File: src/rtl/spread_scheduler.sv
// Round-robin front end that shares one registered |buy-sell| spread unit among
// NUM_REQ requesters and returns each result over a valid/ready response channel.
module spread_scheduler #(
  parameter int NUM_REQ = 4,
  parameter int PRICE_W = 8,
  parameter int ID_W    = 2,
  parameter int CNT_W   = 16
) (
  input  logic                       clk,
  input  logic                       reset,
  input  logic                       run,
  input  logic [NUM_REQ-1:0]         req_valid,
  output logic [NUM_REQ-1:0]         req_ready,
  input  logic [NUM_REQ*PRICE_W-1:0] req_buy,
  input  logic [NUM_REQ*PRICE_W-1:0] req_sell,
  output logic                       calc_match_signal,
  output logic                       calc_enable_count,
  output logic [PRICE_W-1:0]         calc_buy_price,
  output logic [PRICE_W-1:0]         calc_sell_price,
  input  logic [PRICE_W-1:0]         calc_spread,
  output logic                       rsp_valid,
  input  logic                       rsp_ready,
  output logic [ID_W-1:0]            rsp_id,
  output logic [PRICE_W-1:0]         rsp_spread,
  output logic                       rsp_cross,
  output logic                       busy,
  output logic [CNT_W-1:0]           done_count
);

  // Handshakes: a request transfers on a cycle where req_valid[i] && req_ready[i];
  // a response transfers on a cycle where rsp_valid && rsp_ready. Valid never
  // depends on ready, and response fields hold steady while rsp_valid is high.

  typedef enum logic [1:0] {IDLE, ISSUE, CAPTURE, RESPOND} state_t;

  state_t            state, state_nxt;
  logic [ID_W-1:0]   ptr;
  logic              grant_vld;
  logic [ID_W-1:0]   grant_idx;
  logic [ID_W-1:0]   probe_idx;
  logic              take;
  logic [PRICE_W-1:0] sel_buy, sel_sell;

  // Search downward so the candidate closest to ptr is the last one written.
  // NUM_REQ is a power of two, so ID_W-bit addition wraps naturally.
  always_comb begin
    grant_vld = 1'b0;
    grant_idx = '0;
    probe_idx = '0;
    for (int k = NUM_REQ - 1; k >= 0; k--) begin
      probe_idx = ptr + ID_W'(k);
      if (req_valid[probe_idx]) begin
        grant_vld = 1'b1;
        grant_idx = probe_idx;
      end
    end
  end

  assign take     = !reset && (state == IDLE) && run && grant_vld;
  assign sel_buy  = req_buy[grant_idx*PRICE_W +: PRICE_W];
  assign sel_sell = req_sell[grant_idx*PRICE_W +: PRICE_W];

  always_comb begin
    req_ready = '0;
    if (take) req_ready[grant_idx] = 1'b1;
  end

  always_comb begin
    state_nxt = state;
    case (state)
      IDLE:    if (take) state_nxt = ISSUE;
      ISSUE:   state_nxt = CAPTURE;
      CAPTURE: state_nxt = RESPOND;
      RESPOND: if (rsp_ready) state_nxt = IDLE;
      default: state_nxt = IDLE;
    endcase
  end

  // Status outputs are registered copies of the next state, so they line up
  // exactly with the state they describe.
  always_ff @(posedge clk or posedge reset) begin
    if (reset) begin
      state             <= IDLE;
      ptr               <= '0;
      calc_match_signal <= 1'b0;
      calc_enable_count <= 1'b0;
      calc_buy_price    <= '0;
      calc_sell_price   <= '0;
      rsp_valid         <= 1'b0;
      rsp_id            <= '0;
      rsp_spread        <= '0;
      rsp_cross         <= 1'b0;
      busy              <= 1'b0;
      done_count        <= '0;
    end else begin
      state             <= state_nxt;
      calc_match_signal <= (state_nxt == ISSUE);
      calc_enable_count <= (state_nxt == ISSUE);
      rsp_valid         <= (state_nxt == RESPOND);
      busy              <= (state_nxt != IDLE);
      if (take) begin
        calc_buy_price  <= sel_buy;
        calc_sell_price <= sel_sell;
        rsp_id          <= grant_idx;
        rsp_cross       <= (sel_buy >= sel_sell);
        ptr             <= grant_idx + 1'b1;
      end
      if (state == CAPTURE) rsp_spread <= calc_spread;
      if ((state == RESPOND) && rsp_ready && (done_count != {CNT_W{1'b1}}))
        done_count <= done_count + 1'b1;
    end
  end

endmodule

File: config.mk
export PLATFORM = sky130hd
export DESIGN_NAME = spread_scheduler
export DESIGN_NICKNAME = d
export VERILOG_FILES = /design/src/rtl/spread_scheduler.sv
export SDC_FILE = /design/constraint.sdc
export NUM_CORES = 1
export LEC_CHECK = 0
export ABC_AREA = 1
export CORE_ASPECT_RATIO = 0.6
export CORE_UTILIZATION = 40
export CTS_CLUSTER_DIAMETER = 30
export DETAILED_ROUTE_END_ITERATION = 10
export PLACE_DENSITY = 0.83
export SLEW_MARGIN = 15
export SYNTH_ARGS = -nofsm -noshare
export SYNTH_HDL_FRONTEND = slang
export SYNTH_SLANG_ARGS = --single-unit
File: constraint.sdc
create_clock -name clk -period 2.3 [get_ports clk]
set_input_delay 0.345 -clock clk [delete_from_list [all_inputs] [get_ports clk]]
set_output_delay 0.345 -clock clk [all_outputs]
set_load 0.02 [all_outputs]
==> metrics.txt <==
#FFs+latches synth 50; placed insts 655; adder-cell area share of the yosys netlist 5.05%; Leak Pwr 2.50 nW; warnings from Yosys 0; Slew Limit Fails 0; post-DP HPWL 7610 µm; WL/cell 16.4 µm; combinational family with the most area after synthesis simple AND/OR/NAND/NOR gates; CTS Sinks 50; DRT iter0 DRCs 367; worst reg-to-reg path cell count 21; Slew headroom 56.7%; DR WL met3 1070 µm; setup ws final -0.465 ns; unrepaired setup endpoints after global routing true; max-cap viol count 0; routability cong. 0.955; CP endpoint kind flip-flop; Mapped Area 3220 µm²; post-synthesis mux area share 2.80%; WP data arrival 2.95 ns; vias after detailed routing 3552; Port Buffers 130; wire length on met2 5290 µm; Clock transition at path regs 0.07 ns; I/O Pins 131; Remaining Overflow, GRT 0; Die Width 118 µm; initial core utilization 42.7%; Area contributors post-synth dfrtp_1 39%, nand2_1 15%, nand3_1 12%; # setup viols final 5; hold-critical path depth 2; startpoint types flip-flop; Site Rows 24; first-pass GRT wire length 17600 µm; core footprint 7540 µm²; clock skew 0.00868 ns; DRC Markers 0; WS Path Type reg -> reg; syn_area_per_cell 7.82 µm²; CTS buffer count 5; Cell Pwr Density 1820 nW/µm²; # diodes 0; failing checks setup timing; Final Hold Viols 0; TritonRoute pass-1 iters 4; Top Layer Used met4; Post-Synth Simple-Gate Area 39.3%; initial antenna violation count 0; Clock H-tree levels 2; area leader, netlist dfrtp_1; Die Y 71.5 µm; largest net degree at the start of global routing 51; synth unique cells 32; GRT Resource Usage Total 26.8%; full die area 8430 µm²; post-synthesis sequential area ratio 38.9%; xor and xnor fraction of the mapped netlist area 3.54%; Area Overhead vs Synth 67.3%; Synth top area share 38.9%; Hold Path Class reg -> reg; Finished Layout Cells 683; antenna-violating nets left 0; Tcrit/Tclk final 120%; total wire length after detailed routing 11200 µm; CP max FO 8; nets@finish 671; f_max 362 MHz; Post-Syn Instances 412; Period minus WS final 2.77 ns; clock root cell clkbuf_16; layout cell share with drive strength beyond 1 22.8%; Worst-Margin Slew 0.649 ns; Via density 5.20; CP required 2.49 ns; VDD IR max 935 µV; CTS tree yes; setup TNS -1.47 ns; syn nets 505; status finished, violations left; Compound-Gate Fraction of Synth Area 3.22%; vias in the first global route 3510; Clk Latency, worst-skew pair 0.29 ns; WL met1 4770 µm; CTS Buffer Depth 2
-- critical path, cell delays in order, from the launching register on --
cell	delay, ns
dfrtp_2	0.50
inv_6	0.12
nand2_4	0.08
nand2_2	0.12
nor2_4	0.05
nor2_2	0.11
o21ai_2	0.08
buf_4	0.14
a21boi_4	0.17
buf_12	0.16
buf_8	0.13
buf_6	0.10
nand3_2	0.08
nand2_2	0.11
ha_2	0.16
inv_1	0.04
a21oi_2	0.13
o21ai_2	0.07
nand2_1	0.06
o2111ai_1	0.11
nand2_1	0.09
nand2_1	0.05
-- per-stage QoR --
| step | setup WS [ns] | hold slack [ns] | cell area (µm²) | total power [mW] | util (%) |
|---|---|---|---|---|---|
| floorplan | -0.0386 | 0.390 | 3260 | 5.07 | - |
| global placement | -0.600 | 0.463 | 4840 | 7.00 | 64.3 |
| detailed placement | -0.794 | 0.465 | 4840 | 7.18 | 64.3 |
| CTS | -0.329 | 0.492 | 5350 | 9.41 | 70.9 |
| global route | -0.581 | 0.510 | 5390 | 10.5 | 71.5 |
| finish | -0.465 | 0.485 | 5390 | 9.82 | 71.5 |
-- path summary, 6_finish.rpt --
path / start / end / slack [ns]
setup / recovery: ptr[0]$_DFFE_PP0P_ / rsp_cross$_DFFE_PP0P_ / -0.47
hold / removal: calc_sell_price[1]$_DFFE_PP0P_ / calc_sell_price[1]$_DFFE_PP0P_ / 0.49
setup reg to reg: ptr[0]$_DFFE_PP0P_ / rsp_cross$_DFFE_PP0P_ / -0.47
hold reg to reg: calc_sell_price[1]$_DFFE_PP0P_ / calc_sell_price[1]$_DFFE_PP0P_ / 0.49
max in group asynchronous: reset / ptr[0]$_DFFE_PP0P_ / 1.13
min in group asynchronous: reset / done_count[15]$_DFFE_PP0P_ / 0.69
-- timing repair --
action,in CTS,in global routing
hold buffers,0,0
pin swaps,17,3
buffers inserted,17,1
gates resized for setup,64,10
setup endpoints to repair,7,24
gates cloned,3,0
-- cells in the mapped netlist --
cell / count
inv_4: 1
nor3_1: 4
buf_2: 10
nand3b_1: 1
a21boi_4: 1
mux2_2: 8
buf_4: 1
nor3_2: 1
nand3_2: 12
o21ai_1: 1
ha_1: 13
nor2_1: 18
xor2_1: 6
inv_2: 4
xnor2_1: 7
inv_1: 22
o2111ai_1: 1
nand2_2: 6
dfrtp_1: 50
buf_6: 5
buf_8: 1
nand2_1: 128
or2_1: 1
nand3_1: 80
and3_1: 1
nand4_1: 6
nand2_4: 2
o21a_1: 1
o21ai_0: 7
a21oi_1: 4
o21ai_2: 1
and2_1: 8
-- cell families after synthesis --
group	after synthesis
buffers and inverters	44
AOI/OAI and AO/OA	16
adders and majority gates	13
DFF	50
xor gates and xnor gates	13
and+or+nand+nor	268
muxes	8
-- metal layers --
layer | global-route usage [%] | up-vias
li1 | - | 1692
met1 | 34.7 | 1689
met2 | 45.3 | 163
met3 | 8.04 | 8
met4 | 4.42 | 0
met5 | 0 | -
-- power breakdown --
group          internal [mW]  switching, mW
combinational           3.76           3.84
clock                  0.404          0.349
sequential              1.21          0.255
total                   5.38           4.45
-- area by class of cell --
cell class / count / area [µm²]
sequential: 50 / 1250
clock buffer: 5 / 125
timing repair buffer: 176 / 1830
tap: 104 / 130
clock inverter: 3 / 21.3
fill: 574 / 2150
multi-input combinational: 318 / 1920
inverter: 27 / 115
-- cells in the final DEF, fill, tap and decap left out, drive strengths merged, types with 2 or more instances in the layout --
cell / instances
nor3: 5
mux2: 8
clkinv: 2
o21ai: 9
and2: 8
clkinvlp: 2
xor2: 6
clkbuf: 5
buf: 49
nand2: 136
a21oi: 4
xnor2: 7
dfrtp: 50
inv: 26
dlygate4sd2: 3
ha: 13
clkdlybuf4s50: 123
nand3: 92
nor2: 18
nand4: 6
-- sequential cells by signal, indices dropped and copies added (netlist names) --
signal and flops:
rsp_spread 8, rsp_valid 1, busy 1, calc_buy_price 8
done_count 16, ptr 2, state 2, calc_sell_price 8
rsp_id 2, rsp_cross 1, calc_enable_count 1
Power figures use the tool's default switching activity.
